===== config.mk =====
export PLATFORM = sky130hd
export DESIGN_NAME = soc_reset_sequencer
export DESIGN_NICKNAME = d
export VERILOG_FILES = /design/src/rtl/soc_reset_sequencer.sv
export SDC_FILE = /design/constraint.sdc
export NUM_CORES = 1
export LEC_CHECK = 0
export ABC_AREA = 1
export CAP_MARGIN = 20
export CORE_AREA = 2 2 76 78
export DETAILED_ROUTE_END_ITERATION = 10
export DIE_AREA = 0 0 78 80
export PLACE_DENSITY_LB_ADDON = 0.08
export REMOVE_ABC_BUFFERS = 1
export SYNTH_ARGS = -nofsm -noshare
export SYNTH_HDL_FRONTEND = slang
export SYNTH_SLANG_ARGS = --single-unit

===== constraint.sdc =====
create_clock -name clock -period 6.55 [get_ports clock]
set_input_delay 1.6375 -clock clock [delete_from_list [all_inputs] [get_ports clock]]
set_output_delay 1.6375 -clock clock [all_outputs]
set_load 0.05 [all_outputs]

===== src/rtl/soc_reset_sequencer.sv =====
// Board reset sequencer: PLL reset and lock qualification with timeout/retry,
// button debounce, and a fixed SoC reset hold before release.
module soc_reset_sequencer #(
  parameter int SYNC_STAGES         = 2,
  parameter int PLL_RST_CYCLES      = 16,
  parameter int LOCK_TIMEOUT_CYCLES = 65536,
  parameter int LOCK_STABLE_CYCLES  = 1024,
  parameter int RESET_HOLD_CYCLES   = 256,
  parameter int DEBOUNCE_CYCLES     = 50000
) (
  input  logic       clock,
  input  logic       reset_n,
  input  logic       pll_locked,
  input  logic       button_n,
  output logic       pll_reset,
  output logic       soc_reset,
  output logic       ready,
  output logic       lock_lost,
  output logic [2:0] state_dbg
);

  localparam int M0 = (PLL_RST_CYCLES > LOCK_TIMEOUT_CYCLES) ?
                      PLL_RST_CYCLES : LOCK_TIMEOUT_CYCLES;
  localparam int M1 = (LOCK_STABLE_CYCLES > RESET_HOLD_CYCLES) ?
                      LOCK_STABLE_CYCLES : RESET_HOLD_CYCLES;
  localparam int M2 = (M0 > M1) ? M0 : M1;
  localparam int MAXP = (M2 > DEBOUNCE_CYCLES) ? M2 : DEBOUNCE_CYCLES;
  localparam int CW = $clog2(MAXP) + 1;

  localparam logic [CW-1:0] PLL_LAST = CW'(PLL_RST_CYCLES - 1);
  localparam logic [CW-1:0] TO_LAST  = CW'(LOCK_TIMEOUT_CYCLES - 1);
  localparam logic [CW-1:0] STB_LAST = CW'(LOCK_STABLE_CYCLES - 1);
  localparam logic [CW-1:0] HLD_LAST = CW'(RESET_HOLD_CYCLES - 1);
  localparam logic [CW-1:0] DB_LAST  = CW'(DEBOUNCE_CYCLES - 1);

  typedef enum logic [2:0] {
    S_PLL_RST   = 3'd0,
    S_WAIT_LOCK = 3'd1,
    S_STABLE    = 3'd2,
    S_HOLD      = 3'd3,
    S_RUN       = 3'd4
  } state_t;

  logic [SYNC_STAGES-1:0] lock_sync_q;
  logic [SYNC_STAGES-1:0] btn_sync_q;
  logic                   locked_s;
  logic                   button_s;

  state_t          state_q, state_d;
  logic [CW-1:0]   cnt_q, cnt_d;
  logic [CW-1:0]   db_cnt_q, db_cnt_d;
  logic            pressed_q, pressed_d;
  logic            press_evt;
  logic            restart;

  logic pll_reset_q, pll_reset_d;
  logic soc_reset_q, soc_reset_d;
  logic ready_q, ready_d;
  logic lock_lost_q, lock_lost_d;

  assign locked_s = lock_sync_q[SYNC_STAGES-1];
  assign button_s = btn_sync_q[SYNC_STAGES-1];

  always_comb begin
    db_cnt_d  = db_cnt_q;
    pressed_d = pressed_q;
    press_evt = 1'b0;
    if (button_s) begin
      db_cnt_d  = '0;
      pressed_d = 1'b0;
    end else if (!pressed_q) begin
      if (db_cnt_q == DB_LAST) begin
        pressed_d = 1'b1;
        press_evt = 1'b1;
      end else begin
        db_cnt_d = db_cnt_q + 1'b1;
      end
    end
  end

  // Priority inside each state: lock loss, then button, then expiry.
  always_comb begin
    state_d     = state_q;
    cnt_d       = cnt_q + 1'b1;
    lock_lost_d = lock_lost_q;
    restart     = 1'b0;
    case (state_q)
      S_PLL_RST: begin
        if (cnt_q == PLL_LAST) state_d = S_WAIT_LOCK;
      end
      S_WAIT_LOCK: begin
        if (locked_s) state_d = S_STABLE;
        else if (cnt_q == TO_LAST) state_d = S_PLL_RST;
      end
      S_STABLE: begin
        if (!locked_s) state_d = S_WAIT_LOCK;
        else if (press_evt) state_d = S_HOLD;
        else if (cnt_q == STB_LAST) state_d = S_HOLD;
      end
      S_HOLD: begin
        if (!locked_s) state_d = S_WAIT_LOCK;
        else if (press_evt || pressed_q) restart = 1'b1;
        else if (cnt_q == HLD_LAST) state_d = S_RUN;
      end
      S_RUN: begin
        restart = 1'b1;
        if (!locked_s) begin
          lock_lost_d = 1'b1;
          state_d     = S_WAIT_LOCK;
        end else if (press_evt) begin
          state_d = S_HOLD;
        end
      end
      default: state_d = S_PLL_RST;
    endcase
    if (restart || (state_d != state_q)) cnt_d = '0;
    pll_reset_d = (state_d == S_PLL_RST);
    soc_reset_d = (state_d != S_RUN);
    ready_d     = (state_d == S_RUN);
  end

  always_ff @(posedge clock) begin
    if (!reset_n) begin
      lock_sync_q <= '0;
      btn_sync_q  <= '1;
      state_q     <= S_PLL_RST;
      cnt_q       <= '0;
      db_cnt_q    <= '0;
      pressed_q   <= 1'b0;
      pll_reset_q <= 1'b1;
      soc_reset_q <= 1'b1;
      ready_q     <= 1'b0;
      lock_lost_q <= 1'b0;
    end else begin
      lock_sync_q[0] <= pll_locked;
      btn_sync_q[0]  <= button_n;
      for (int i = 1; i < SYNC_STAGES; i++) begin
        lock_sync_q[i] <= lock_sync_q[i-1];
        btn_sync_q[i]  <= btn_sync_q[i-1];
      end
      state_q     <= state_d;
      cnt_q       <= cnt_d;
      db_cnt_q    <= db_cnt_d;
      pressed_q   <= pressed_d;
      pll_reset_q <= pll_reset_d;
      soc_reset_q <= soc_reset_d;
      ready_q     <= ready_d;
      lock_lost_q <= lock_lost_d;
    end
  end

  assign pll_reset = pll_reset_q;
  assign soc_reset = soc_reset_q;
  assign ready     = ready_q;
  assign lock_lost = lock_lost_q;
  assign state_dbg = state_q;

endmodule


==> results of run 1 <==
[worst max path at each step]
stage,from,slack (ns),endpoint,cells after the start
after floorplan,reset_n,4.04,db_cnt_q[7]$_SDFFE_PP0P_,4
after global placement,reset_n,3.04,db_cnt_q[7]$_SDFFE_PP0P_,5
after detailed placement,reset_n,2.97,db_cnt_q[7]$_SDFFE_PP0P_,5
after CTS,state_dbg[2]$_SDFF_PN0_,3.27,state_dbg[2],1
after global routing,reset_n,3.16,db_cnt_q[7]$_SDFFE_PP0P_,5
final,state_dbg[2]$_SDFF_PN0_,3.30,state_dbg[2],1
[cells in the mapped netlist]
cell type / instances
nand2_1: 52
dfxtp_1: 46
nor2_1: 40
inv_1: 39
a21oi_1: 16
nor3_1: 16
nand3_1: 12
nor3_2: 12
xor2_1: 11
nand4_1: 9
nand2_2: 8
o21ai_0: 8
xnor2_1: 6
nand3_2: 5
nor2_4: 4
ha_1: 3
nor2_2: 3
nor4_1: 3
buf_6: 2
inv_2: 2
nand2_4: 2
nand3_4: 2
or2_2: 2
a211oi_1: 1
a31o_2: 1
clkbuf_1: 1
inv_4: 1
nand3b_1: 1
nor3b_1: 1
o21a_1: 1
[sequential cells by signal, summed over array words and instances (netlist names)]
name	cells
pll_reset	1
db_cnt_q	17
lock_sync_q	2
btn_sync_q	2
lock_lost	1
pressed_q	1
state_dbg	3
ready	1
soc_reset	1
cnt_q	17
[routing by layer]
layer | vias up | share of wire (%) | global-route usage (%)
met2 | 14 | 39 | 23.9
li1 | 1026 | - | -
met1 | 872 | 57 | 23.2
met3 | 5 | 2.0 | 2.94
met5 | - | 0 | 0
met4 | 0 | 1.5 | 6.49
[final cells by class]
type	instances	area [um^2]	area share (%)
clock buffers	5	68.8	2.61
clock inverters	3	40.0	1.52
inverters	42	160	6.07
multi-input cells	219	1260	47.7
flip-flops and latches	46	921	34.9
well taps	72	90.1	3.41
repair buffers	10	100	3.79
[power by group]
group | leakage (nW) | switching (mW) | internal (mW)
sequential | 0.372 | 0.00202 | 0.282
clock | 0.0579 | 0.0959 | 0.112
combinational | 0.577 | 0.00752 | 0.00559
[cell families after synthesis]
| family | synth area share [%] |
|---|---|
| buffers and inverters | 7.88 |
| XOR/XNOR | 6.29 |
| adder cells (fa/ha/maj) | 1.59 |
| AND/OR/NAND/NOR | 39.3 |
| AO/OA/AOI/OAI | 6.08 |
| flip-flops | 38.9 |
==> metrics, run 1 <==
I/O Buffers=10; Max Freq=0.307 GHz; total negative setup slack=0 ns; Max-cap violations=0; Num Clock Sinks=46; worst hold path type=flop to flop; core footprint=0.00541 mm^2; DP Area=0.00253 mm^2; synth warn=0; Rel. slew slack=53.8%; drt total wl=4440 um; global-route wire length before repair=8100 um; worst reg2reg startpoint=cnt_q[0]$_SDFF_PP0_; clk root buf=clkbuf_8; 1st-iter DRT viols=61; global-route usage over all layers=16.1%; vias in the first global route=1,847; Final setup viols=0; I/O Pins=11; final HPWL from detailed placement=3290 um; initial cell density of the core=43.8%; row count=27; #FFs+latches synth=46; Tot Pwr=506 uW; fillcell total=546; Syn Inst Count=310; fin nets=331; CP Buf/Inv Count=1; Antenna Cells=0; share of cells above drive strength 1=15.4%; Die ar.=0.00624 mm^2; worst hold stages=1; skew final=0.0134 ns; TritonCTS buffer count=5; clk buf depth=2; CTS tree=done; Routed WL per cell=11.2 um; slowest stage delay, CP=0.85 ns; commonest non-fill, non-tap cell in the layout=nand2_1; R2R Setup Slk=3.90 ns; cell-by-cell trace of the critical path=clkdlybuf4s50_1; commonest non-fill, non-tap cells in the layout=nand2_1 (52), dfxtp_1 (46), nor2_1 (40); placed insts=389; Synth top area share=38.9%; Leak Pwr=1.01 nW; CP delay by family, top=buffers and inverters; Final Hold Fails=0; Hold Path Origin=btn_sync_q[0]$_SDFF_PN1_; Synth area leaders=dfxtp_1 (39%), nand2_1 (8.2%), nor2_1 (6.3%), inv_1 (6.2%), nor3_2 (5.1%); type of the worst setup path=flop to primary output; vias per std cell=4.83; R2R Path End=cnt_q[5]$_SDFF_PP0_; Via Count=1,917; power per cell area=192 mW/mm^2; outcome=finished clean; hold slack=0.418 ns; Avg Cell Area, Syn=7.64 um^2; slowest cell on the critical path=clkdlybuf4s50_1; worst slew pin tran=0.690 ns; r2r worst-path depth=16; Final Worst Setup Slack=3.30 ns; drt pass-1 iters=4; area growth from synthesis to layout=11.5%; Yosys cell types=30; fin crit period=3.25 ns; sequential-to-total area share from yosys stat=38.9%; RSZ-0062 raised after global routing=false; Finished Layout Cells=397; VDD IR max=0.109 mV; Worst Path Required=4.91 ns; Die Y=80 um; post-CTS setup buffers=0; Worst Path Arrival=1.62 ns; Syn Std Cell Area=0.00237 mm^2; initial antenna violation count=0; CP Launch Type=flop; Final Core Density=48.8%; Die X=78 um; hold_buf cts=0; Post-Place Setup Slack=2.97 ns; Non-Filler Cell Area, Final=0.00264 mm^2; largest net degree at the start of global routing=18; area leader, netlist=dfxtp_1; cts repair resizes=0; Period Utilization, post-route=49.7%; crit end category=primary output; critical path peak fanout=7; DRC viols=0; H-tree levels=2; Clock Latency Late Sink=0.30 ns; clock-pin slew on the worst setup and hold paths=0.08 ns; Pins Over Slew Limit=0; DRT antenna net count=0; final RePlAce weighted congestion=0.801; hold endpoint=btn_sync_q[1]$_SDFF_PN1_; grt ovf=0
No activity file was read; power rests on OpenSTA's default activity.
==> run 2, diff against run 1 <==
==> constraint.sdc (replaced) <==
create_clock -name clock -period 2.88 [get_ports clock]
set_input_delay 0.72 -clock clock [delete_from_list [all_inputs] [get_ports clock]]
set_output_delay 0.72 -clock clock [all_outputs]
set_load 0.05 [all_outputs]
==> run 2 against run 1 <==
  * Global-route usage fell by 0.76 points
  * Non-clock buffer count rose by 1
  * Critical path depth rose by 15
  * Via count fell by 2.3%
  * Highest routed layer unchanged
==> metrics, run 2 (same netlist as run 1, synthesis figures left out) <==
outcome=finished clean; H-tree levels=2; hold_buf cts=0; Routed WL per cell=11.1 um; global route hottest layer=met2; global-route wire length before repair=7620 um; Pins Over Slew Limit=0; Num Clock Sinks=46; Leak Pwr=0.997 nW; Worst Path Arrival=2.74 ns; DRT antenna net count=0; Final Hold Fails=0; initial antenna violation count=0; power per cell area=405 mW/mm^2; crit end category=flop; total negative setup slack=0 ns; Die Y=80 um; fillcell total=553; grt ovf=0; hold slack=0.415 ns; Critical Path Source=cnt_q[0]$_SDFF_PP0_; drt pass-1 iters=4; type of the worst setup path=flop to flop; Max-cap violations=0; VDD IR max=0.244 mV; CP Launch Type=flop; Die ar.=0.00624 mm^2; worst hold path type=flop to flop; R2R Path End=cnt_q[1]$_SDFF_PP0_; Worst Path Required=3.09 ns; met3 Use GR=4.52%; row count=27; vias in the first global route=1,701; Clock Latency Late Sink=0.30 ns; 1st-iter DRT viols=96; clk buf depth=2; clk root buf=clkbuf_8; share of cells above drive strength 1=15.4%; drt total wl=4410 um; Via Count=1,872; final HPWL from detailed placement=3240 um; R2R Setup Slk=0.35 ns; commonest non-fill, non-tap cell in the layout=nand2_1; largest net degree at the start of global routing=18; critical path peak fanout=17; final RePlAce weighted congestion=0.742; worst slew pin tran=0.506 ns; critical path endpoint=cnt_q[1]$_SDFF_PP0_; area growth from synthesis to layout=11.0%; global-route usage over all layers=15.4%; vias per std cell=4.73; initial cell density of the core=43.8%; I/O Buffers=10; RSZ-0062 raised after global routing=false; DRC viols=0; commonest non-fill, non-tap cells in the layout=nand2_1 (52), dfxtp_1 (46), nor2_1 (40); skew final=0.0129 ns; met1 Usage GRT=21.0%; clock-pin slew on the worst setup and hold paths=0.08 ns; fin nets=332; Period Utilization, post-route=87.9%; r2r worst-path depth=16; Rel. slew slack=66.2%; Antenna Cells=0; worst reg2reg startpoint=cnt_q[0]$_SDFF_PP0_; I/O Pins=11; Die X=78 um; TritonCTS buffer count=5; Max Freq=0.395 GHz; Final setup viols=0; core footprint=0.00541 mm^2; fin crit period=2.53 ns; CTS tree=done; met2 usage=23.2%
-- run 2: cell count changes in the layout (fill, tap and decap cells not counted) --
cell,before,now
nor4_1,3,2
clkbuf_8,5,6
bufinv_16,1,0
buf_4,0,1
clkinv_2,2,0
nor4_2,0,1
-- run 2: layout make-up --
cell class / instances / area, um^2 / share of cell area, %
timing repair buffer: 11 / 108 / 4.10
inverter: 42 / 160 / 6.10
sequential: 46 / 921 / 35.0
multi-input combinational: 219 / 1270 / 48.2
clock buffer: 6 / 82.6 / 3.14
tap: 72 / 90.1 / 3.43
-- run 2: how the worst min path moves through the flow --
| stage | cells after the start | slack, ns | to | startpoint |
|---|---|---|---|---|
| floorplan | 2 | 0.39 | lock_sync_q[1]$_SDFF_PN0_ | lock_sync_q[0]$_SDFF_PN0_ |
| global placement | 1 | 0.39 | btn_sync_q[1]$_SDFF_PN1_ | btn_sync_q[0]$_SDFF_PN1_ |
| detailed placement | 1 | 0.40 | btn_sync_q[1]$_SDFF_PN1_ | btn_sync_q[0]$_SDFF_PN1_ |
| CTS | 1 | 0.42 | btn_sync_q[1]$_SDFF_PN1_ | btn_sync_q[0]$_SDFF_PN1_ |
| global route | 2 | 0.43 | lock_sync_q[1]$_SDFF_PN0_ | lock_sync_q[0]$_SDFF_PN0_ |
| finish | 1 | 0.42 | btn_sync_q[1]$_SDFF_PN1_ | btn_sync_q[0]$_SDFF_PN1_ |
-- run 2: per-layer routing --
layer	part of all wire, %	wire [um]
met5	0	0
met4	0.82	36
met3	4.5	200
met2	44	1950
met1	50	2220
-- run 2: through the flow --
step | worst slack, ns | total power [mW] | cell area [um^2] | std cells | util [%]
after floorplan | 0.596 | 0.682 | 2340 | 307 | -
after global placement | 0.404 | 0.693 | 2540 | 390 | 47.0
after detailed placement | 0.294 | 0.693 | 2540 | 390 | 47.0
after CTS | 0.265 | 1.08 | 2620 | 396 | 48.5
after global routing | 0.0155 | 1.11 | 2630 | 396 | 48.6
final | 0.349 | 1.06 | 2630 | 396 | 48.6
-- run 2: repair_timing --
item / CTS / global route
buffers inserted: 0 / 0
setup endpoints to repair: 0 / 11
gates resized for setup: 0 / 1
endpoints found under the hold margin: 0 / 0
-- run 2: power by group --
group / total (mW) / internal [mW] / switching, mW
combinational: 0.0303 / 0.0131 / 0.0172
clock: 0.388 / 0.185 / 0.203
sequential: 0.647 / 0.642 / 0.00452
total: 1.06 / 0.841 / 0.224
-- run 2: critical path: stages (launching register included) --
cell and delay, ns:
dfxtp_1 0.38, ha_1 0.22, nand2_1 0.11, nor2_4 0.16, nand2_4 0.08, inv_2 0.06, nand4_1 0.16, nor4_2 0.19
ha_1 0.18, nor3_1 0.05, a21oi_1 0.14, nand2_2 0.07, nor2_2 0.15, nand2_1 0.08, nand2_2 0.08, nand2_4 0.15
nor3_1 0.21
